## config.mk

```make
export PLATFORM = sky130hd
export DESIGN_NAME = uart_tx_arb
export DESIGN_NICKNAME = d
export VERILOG_FILES = /design/src/rtl/uart_tx_arb.sv
export SDC_FILE = /design/constraint.sdc
export NUM_CORES = 1
export LEC_CHECK = 0
export ABC_AREA = 1
export BUFFER_PORTS_ARGS = -buffer_cell sky130_fd_sc_hd__buf_2
export CAP_MARGIN = 20
export CORE_MARGIN = 5
export CORE_UTILIZATION = 35
export CTS_CLUSTER_DIAMETER = 50
export CTS_CLUSTER_SIZE = 25
export DETAILED_ROUTE_END_ITERATION = 12
export GPL_ROUTABILITY_DRIVEN = 1
export GPL_TIMING_DRIVEN = 0
export SLEW_MARGIN = 40
export SYNTH_ARGS = -nofsm -noshare
export SYNTH_HDL_FRONTEND = slang
export SYNTH_SLANG_ARGS = --single-unit
```

## constraint.sdc

```tcl
create_clock -name clk -period 1.8 [get_ports clk]
set_input_delay 0.18 -clock clk [delete_from_list [all_inputs] [get_ports clk]]
set_output_delay 0.18 -clock clk [all_outputs]
set_load 0.01 [all_outputs]
```

## src/rtl/uart_tx_arb.sv

```systemverilog
// Four-requester round-robin arbiter that feeds whole frames, one byte at a time, into a single UART TX.
// Optional grant-hold timeout is built only when UART_ARB_TIMEOUT_EN is defined.
module uart_tx_arb #(
    parameter logic [15:0] TIMEOUT = 16'd50000
) (
    input  logic        clk,
    input  logic        reset_n,
    input  logic [3:0]  req,
    input  logic [31:0] req_data,
    input  logic [3:0]  req_last,
    output logic [3:0]  req_ack,
    output logic [3:0]  grant,
    input  logic        tx_empty,
    output logic        tx_latch,
    output logic [7:0]  tx_data,
    output logic        timeout_err
);

    typedef enum logic [1:0] {
        IDLE      = 2'd0,
        GRANT     = 2'd1,
        WAIT_BUSY = 2'd2
    } state_t;

    state_t      state_q;
    logic [1:0]  ptr_q;
    logic [1:0]  owner_q;
    logic        last_q;
    logic [3:0]  grant_q;
    logic [3:0]  req_ack_q;
    logic        tx_latch_q;
    logic [7:0]  tx_data_q;
    logic [1:0]  pick_d;
    logic [7:0]  owner_byte;

`ifdef UART_ARB_TIMEOUT_EN
    logic [15:0] tmo_cnt_q;
    logic        timeout_err_q;
`endif

    // Scan downward so the requester closest after ptr_q wins; k=4 wraps to ptr_q itself.
    always_comb begin
        pick_d = ptr_q;
        for (int k = 4; k >= 1; k--) begin
            if (req[ptr_q + 2'(k)]) begin
                pick_d = ptr_q + 2'(k);
            end
        end
    end

    assign owner_byte = req_data[{owner_q, 3'b000} +: 8];

    always_ff @(posedge clk or negedge reset_n) begin
        if (!reset_n) begin
            state_q    <= IDLE;
            ptr_q      <= 2'd3;
            owner_q    <= 2'd0;
            last_q     <= 1'b0;
            grant_q    <= 4'b0000;
            req_ack_q  <= 4'b0000;
            tx_latch_q <= 1'b0;
            tx_data_q  <= 8'h00;
`ifdef UART_ARB_TIMEOUT_EN
            tmo_cnt_q     <= 16'd0;
            timeout_err_q <= 1'b0;
`endif
        end else begin
            req_ack_q  <= 4'b0000;
            tx_latch_q <= 1'b0;
`ifdef UART_ARB_TIMEOUT_EN
            timeout_err_q <= 1'b0;
`endif
            case (state_q)
                IDLE: begin
`ifdef UART_ARB_TIMEOUT_EN
                    tmo_cnt_q <= 16'd0;
`endif
                    if (|req) begin
                        owner_q <= pick_d;
                        grant_q <= 4'b0001 << pick_d;
                        state_q <= GRANT;
                    end
                end
                GRANT: begin
                    if (req[owner_q]) begin
                        if (tx_empty) begin
                            tx_latch_q         <= 1'b1;
                            tx_data_q          <= owner_byte;
                            req_ack_q[owner_q] <= 1'b1;
                            last_q             <= req_last[owner_q];
                            state_q            <= WAIT_BUSY;
`ifdef UART_ARB_TIMEOUT_EN
                            tmo_cnt_q          <= 16'd0;
`endif
                        end
                    end
`ifdef UART_ARB_TIMEOUT_EN
                    else if (tmo_cnt_q == TIMEOUT - 16'd1) begin
                        timeout_err_q <= 1'b1;
                        grant_q       <= 4'b0000;
                        ptr_q         <= owner_q;
                        tmo_cnt_q     <= 16'd0;
                        state_q       <= IDLE;
                    end else begin
                        tmo_cnt_q <= tmo_cnt_q + 16'd1;
                    end
`endif
                end
                WAIT_BUSY: begin
`ifdef UART_ARB_TIMEOUT_EN
                    tmo_cnt_q <= 16'd0;
`endif
                    // Wait for the UART's own busy indication before offering another byte.
                    if (!tx_empty) begin
                        if (last_q) begin
                            grant_q <= 4'b0000;
                            ptr_q   <= owner_q;
                            state_q <= IDLE;
                        end else begin
                            state_q <= GRANT;
                        end
                    end
                end
                default: begin
                    grant_q <= 4'b0000;
                    state_q <= IDLE;
                end
            endcase
        end
    end

    assign grant    = grant_q;
    assign req_ack  = req_ack_q;
    assign tx_latch = tx_latch_q;
    assign tx_data  = tx_data_q;

`ifdef UART_ARB_TIMEOUT_EN
    assign timeout_err = timeout_err_q;
`else
    logic unused_timeout;
    assign unused_timeout = ^TIMEOUT;
    assign timeout_err    = 1'b0;
`endif

endmodule
```

==> results of run 1 <==
-- metrics by stage --
step / setup WS, ns / cells / util / cell area (µm²)
after global routing: 0.00847 / 309 / 0.468 / 1870
after global placement: 0.143 / 304 / 0.453 / 1810
after CTS: 0.110 / 309 / 0.466 / 1870
after floorplan: 0.387 / 195 / - / 1450
final: 0.224 / 309 / 0.468 / 1870
after detailed placement: 0.122 / 304 / 0.453 / 1810
-- final cells by class --
cell class                 count  area [µm²]
tap                           50        62.6
fill                         416        2130
multi-input combinational    149         741
timing repair buffer          60         305
sequential                    24         603
buffer                         7        57.6
inverter                      15        56.3
clock buffer                   4        45.0
-- placed cells by master (no fill, tap or decap), types with 2 or more instances in the layout --
master,count
nor2_4,2
buf_6,3
o21ai_2,9
a21oi_1,11
buf_2,60
nand2_1,71
clkbuf_8,3
nand2_2,6
nor2_2,2
o21ai_0,4
dfstp_2,2
clkbuf_1,2
nand3_1,27
buf_4,2
inv_2,2
inv_1,13
dfrtp_1,22
nor3_2,2
nor2_1,7
-- state kept, by name (all words and copies together), names as in the netlist --
name      count
tx_latch      1
ptr_q         2
state_q       2
grant         4
owner_q       2
last_q        1
req_ack       4
tx_data       8
-- power by group through the flow --
| stage | logic, µW | clock network [µW] | registers [µW] |
|---|---|---|---|
| floorplan | 1290 | 0 | 947 |
| global placement | 1800 | 0 | 895 |
| detailed placement | 1820 | 0 | 899 |
| CTS | 1830 | 334 | 888 |
| global route | 2100 | 354 | 915 |
| finish | 1800 | 321 | 892 |
-- final timing paths --
kind / startpoint / to / slack, ns / depth (start not counted)
max: ptr_q[0] / grant[2] / 0.22 / 12
min: req_data[30] / tx_data[6] / 0.20 / 3
max reg2reg: ptr_q[0] / grant[2] / 0.22 / 12
min reg2reg: grant[0] / grant[0] / 0.48 / 2
max in group asynchronous: reset_n / ptr_q[1] / 1.00 / 2
min in group asynchronous: reset_n / tx_latch / 0.42 / 2
-- worst max-delay path: cells and delay by family (launching register included) --
kind	cells	cell delay (ns)
buf+inv	2	0.22
flops	1	0.52
simple gates	10	0.72
-- timing repair --
action / CTS / global route
hold endpoints to repair: 22 / 0
hold buffers: 1 / 0
gates resized for setup: 0 / 1
setup endpoints to repair: 0 / 5
-- synthesized netlist by cell type (2+ instances only) --
library cell   n  area share
nand2_1       71        0.18
nand3_1       27       0.093
dfrtp_1       22        0.38
inv_1         13       0.034
a21oi_1       11       0.038
o21ai_2        9       0.054
nor2_1         7       0.018
nand2_2        6       0.026
o21ai_0        4       0.014
buf_6          3       0.023
nor2_2         3       0.013
buf_4          2       0.010
dfstp_2        2       0.036
inv_2          2      0.0052
nor3_2         2       0.014
-- per-layer routing --
metal | routed length (µm) | vias to the layer above | GRT usage
met3 | 155 | 4 | 0.0149
met2 | 1870 | 32 | 0.239
met5 | 0 | - | 0
li1 | - | 759 | -
met1 | 1700 | 630 | 0.193
met4 | 51 | 0 | 0.0415
-- cell families after synthesis --
family	after synthesis	share of synthesized area
simple gates	121	0.380
flops	24	0.415
buf+inv	22	0.0784
compound gates	27	0.124
other cells	1	0.00258
==> metrics.md, run 1 <==
| Metric | Value |
|---|---|
| Wirelength, routed | `3.78 mm` |
| F_max | `approximately 0.63 GHz` |
| Die W | `74.4 µm` |
| Final cycle utilization of the critical path | `0.876` |
| Net Count, Synth | `238` |
| Unrepaired setup endpoints after global routing | `no` |
| Clock Path Buffers | `2` |
| GR Util All Layers | `0.142` |
| Slowest stage delay, CP | `between 0.5 and 0.6 ns` |
| Average wire per standard cell | `12.2 µm` |
| Tot Pwr | `3010 µW` |
| Net Switching | `1440 µW` |
| CP max-delay cell | `dfstp_2` |
| DRT antenna net count | `0` |
| I/O pin total | `61` |
| Ant diodes | `0` |
| Worst path arrival time | `about 1.7 ns` |
| Main synth FF type | `dfrtp_1` |
| Worst min path class | `in2reg` |
| Most common cell on crit path | `nand2_1` |
| DR pass1 iterations | `4` |
| Startpoint types | `register` |
| Largest net degree at the start of global routing | `25` |
| Synth Warn # | `0` |
| Number of cell rows | `23` |
| Leakage | `0.00104 µW` |
| Post-CTS setup buffers | `0` |
| Maximum VDD drop | `~0.53 mV` |
| Worst rel slew slack | `0.609` |
| Crit-path cells | `buf_4 -> inv_2 -> nand2_1 -> nand2_1 -> nand2_1 -> nand2_1 -> nand2_1 -> nand2_1 -> nand2_1 -> nand2_1 -> nand3_1 -> nand2_1` |
| Cts bufs inserted | `3` |
| CTS Root Cell | `clkbuf_8` |
| Switch share | `0.476` |
| Routed vias | `1425` |
| Power Density | `1610 nW/µm²` |
| Yosys cell types | `26` |
| Syn Area/Cell | `7.45 µm²` |
| Drt via density | `4.61` |
| Clock Skews | `0.00514 ns` |
| Cells after synthesis | `~200` |
| P_int | `1580 µW` |
| GR Overflow Total | `0` |
| WP data required | `1.95 ns` |
| Flop pwr share | `0.296` |
| Final TNS setup | `0 ns` |
| First-pass GRT wire length | `6.26 mm` |
| Reg clk slew, reported paths | `0.08 ns` |
| Total core area | `between 4000 and 5000 µm²` |
| CP Max Fanout | `9` |
| Gpl congestion | `0.854` |
| CTS tree | `done` |
| Sequential element share of the synthesized area | `0.415` |
| Syn-to-layout area delta | `28.8%` |
| Remaining routing DRC violations | `0` |
| Die ar. | `~5500 µm²` |
| Seq cells post-synth | `24` |
| Min Clock Period, post-route | `1.58 ns` |
| Critical path capture point type | `register` |
| DR iter-0 viols | `57` |
| H-Tree Depth | `1` |
| Worst skew pair latency | `0.26 ns` |
| Clock power share | `0.106` |
| Mapped Area | `around 1500 µm²` |
| Post-synth EDFFs | `0` |
| Status | `finished, final reports clean` |
| # clock sinks | `24` |
| Final Max Tran Viols | `0` |
| Vias in the first global route | `1379` |
| Layout cells sized above 1 | `0.371` |
| Initial antenna violation count | `0` |
| Logic pwr share | `0.598` |
| Final hold vios | `0` |
| Setup violations, final | `0` |
| Asr flop ratio synth | `1.00` |
| Initial Util | `0.363` |
| Setup CP Type | `reg2reg` |
| Worst hold margin | `0.196 ns` |
| HPWL after detailed placement | `3.01 mm` |
| Worst Max-Slew Pin Slew | `0.586 ns` |
| # port buffers | `59` |
| Final net count | `303` |
| Max-cap viol count | `0` |
| Die H | `around 74 µm` |
Power figures use the tool's default switching activity.
==> run 2, diff against run 1 <==
--- a/config.mk
+++ b/config.mk
@@ -7,7 +7,6 @@
 export LEC_CHECK = 0
 export ABC_AREA = 1
 export BUFFER_PORTS_ARGS = -buffer_cell sky130_fd_sc_hd__buf_2
-export CAP_MARGIN = 20
 export CORE_MARGIN = 5
 export CORE_UTILIZATION = 35
 export CTS_CLUSTER_DIAMETER = 50
@@ -15,6 +14,7 @@
 export DETAILED_ROUTE_END_ITERATION = 12
 export GPL_ROUTABILITY_DRIVEN = 1
 export GPL_TIMING_DRIVEN = 0
+export RECOVER_POWER = 100
 export SLEW_MARGIN = 40
 export SYNTH_ARGS = -nofsm -noshare
 export SYNTH_HDL_FRONTEND = slang
==> metrics.md, run 2 (synthesis gave the netlist of run 1 again) <==
| Metric | Value |
|---|---|
| Status | `finished, final reports clean` |
| Min Clock Period, post-route | `1.62 ns` |
| WP data required | `1.99 ns` |
| First-pass GRT wire length | `between 6 and 7 mm` |
| Worst rel slew slack | `0.128` |
| Max reg flops | `8` |
| Number of cell rows | `23` |
| Commonest non-fill, non-tap cell in the layout | `nand2_1` |
| GR Util All Layers | `0.142` |
| Initial Util | `0.363` |
| CP Max Fanout | `10` |
| CP max-delay cell | `dfrtp_1` |
| Layout cells sized above 1 | `0.270` |
| Slowest stage delay, CP | `0.35 ns` |
| Crit-path cells | `buf_6 -> nand2_1 -> inv_1 -> a22oi_2 -> nand2_2 -> nand3_4 -> buf_4 -> o21ai_1` |
| Power Density | `~1600 nW/µm²` |
| # port buffers | `just under 60` |
| Storage element area | `603 µm²` |
| Syn-to-layout area delta | `25.4%` |
| Worst path arrival time | `1.81 ns` |
| DRT antenna net count | `0` |
| Most frequent cells in the layout | `nand2_1 (74), buf_2 (42), nand3_1 (27)` |
| Die H | `74.4 µm` |
| DR pass1 iterations | `4` |
| GR Overflow Total | `0` |
| Worst skew pair latency | `0.26 ns` |
| Post-CTS setup buffers | `0` |
| Largest net degree at the start of global routing | `25` |
| Fillers | `around 440` |
| H-Tree Depth | `1` |
| Cell family with most CP delay | `buffers and inverters` |
| Critical path capture point type | `register` |
| Leakage | `just under 0.001 µW` |
| HPWL after detailed placement | `about 3 mm` |
| Ant diodes | `0` |
| Die W | `74.4 µm` |
| CTS tree | `done` |
| Routed vias | `about 1400` |
| Setup CP Type | `reg2reg` |
| Unrepaired setup endpoints after global routing | `no` |
| Maximum VDD drop | `0.502 mV` |
| Total core area | `4000 µm²` |
| Vias in the first global route | `1379` |
| Remaining routing DRC violations | `0` |
| Average wire per standard cell | `about 12 µm` |
| Worst min path class | `in2reg` |
| Setup violations, final | `0` |
| Wirelength, routed | `3.80 mm` |
| Final TNS setup | `0 ns` |
| Cts bufs inserted | `3` |
| Max-cap viol count | `0` |
| DR iter-0 viols | `59` |
| Setup WS post-layout | `0.183 ns` |
| Footprint of the multi-input gates | `718 µm²` |
| CTS Root Cell | `clkbuf_8` |
| Startpoint types | `register` |
| F_max | `approximately 0.6 GHz` |
| Drt via density | `4.64` |
| Initial antenna violation count | `0` |
| # clock sinks | `24` |
| Final Max Tran Viols | `0` |
| Clock Skews | `just under 0.007 ns` |
| Crit path buffers/inverters | `3` |
| Gpl congestion | `approximately 0.85` |
| Die ar. | `~5500 µm²` |
| Final cycle utilization of the critical path | `0.898` |
| Worst Max-Slew Pin Slew | `about 1.3 ns` |
| Clock Path Buffers | `2` |
| Post-Place Setup Slack | `0.122 ns` |
| Final net count | `303` |
| Final hold vios | `0` |
| Reg clk slew, reported paths | `around 0.09 ns` |
| I/O pin total | `61` |
==> run 2: cell types whose count changed in the layout (fill, tap and decap cells not counted), sizes merged <==
cell    delta
buf       -18
clkbuf    +18
==> run 2: worst reg2reg max path: stages, from the launching register on <==
cell	delay, ns
dfrtp_1	0.35
buf_6	0.14
nand2_1	0.08
inv_1	0.29
a22oi_2	0.14
nand2_2	0.10
nand3_4	0.10
buf_4	0.21
o21ai_1	0.14
==> run 2: final cells by class <==
cell class / instances / share of cell area
clock buffers: 4 / 0.0247
flip-flops and latches: 24 / 0.331
well taps: 50 / 0.0343
plain buffers: 7 / 0.0295
inverters: 15 / 0.0309
repair buffers: 60 / 0.155
multi-input cells: 149 / 0.394
==> run 2: layer usage <==
layer / vias up / track usage / wire [µm]
met1: 642 / 0.193 / 1700
met5: - / 0 / 0
met4: 0 / 0.0415 / 51
met2: 30 / 0.239 / 1880
li1: 758 / - / -
met3: 4 / 0.0149 / 172
==> run 2: where the power goes <==
group	switching [µW]	internal (µW)
sequential	130	761
clock	166	158
combinational	1100	599
==> run 2: stage by stage <==
step	util	hold slack, ns	total power [µW]	area (µm²)	std cells
floorplan	-	-0.116	2230	1450	195
global placement	0.453	0.198	2700	1810	304
global route	0.455	0.205	3270	1820	309
CTS	0.466	0.194	3050	1870	309
finish	0.455	0.194	2920	1820	309
detailed placement	0.453	0.198	2720	1810	304
==> run 2: what timing repair did <==
action	CTS	global route
setup endpoints to repair	0	5
hold buffers	1	0
hold endpoints to repair	22	0
gates resized for setup	0	1
==> run 2: worst paths after layout <==
kind | startpoint | endpoint | slack [ns] | cells after the start
min in group asynchronous | reset_n | tx_latch | 0.72 | 2
hold reg to reg | grant[3] | grant[3] | 0.49 | 2
hold / removal | req_data[30] | tx_data[6] | 0.19 | 3
max in group asynchronous | reset_n | state_q[0] | 0.30 | 2
setup reg to reg | owner_q[0] | tx_data[5] | 0.18 | 8
setup / recovery | owner_q[0] | tx_data[5] | 0.18 | 8
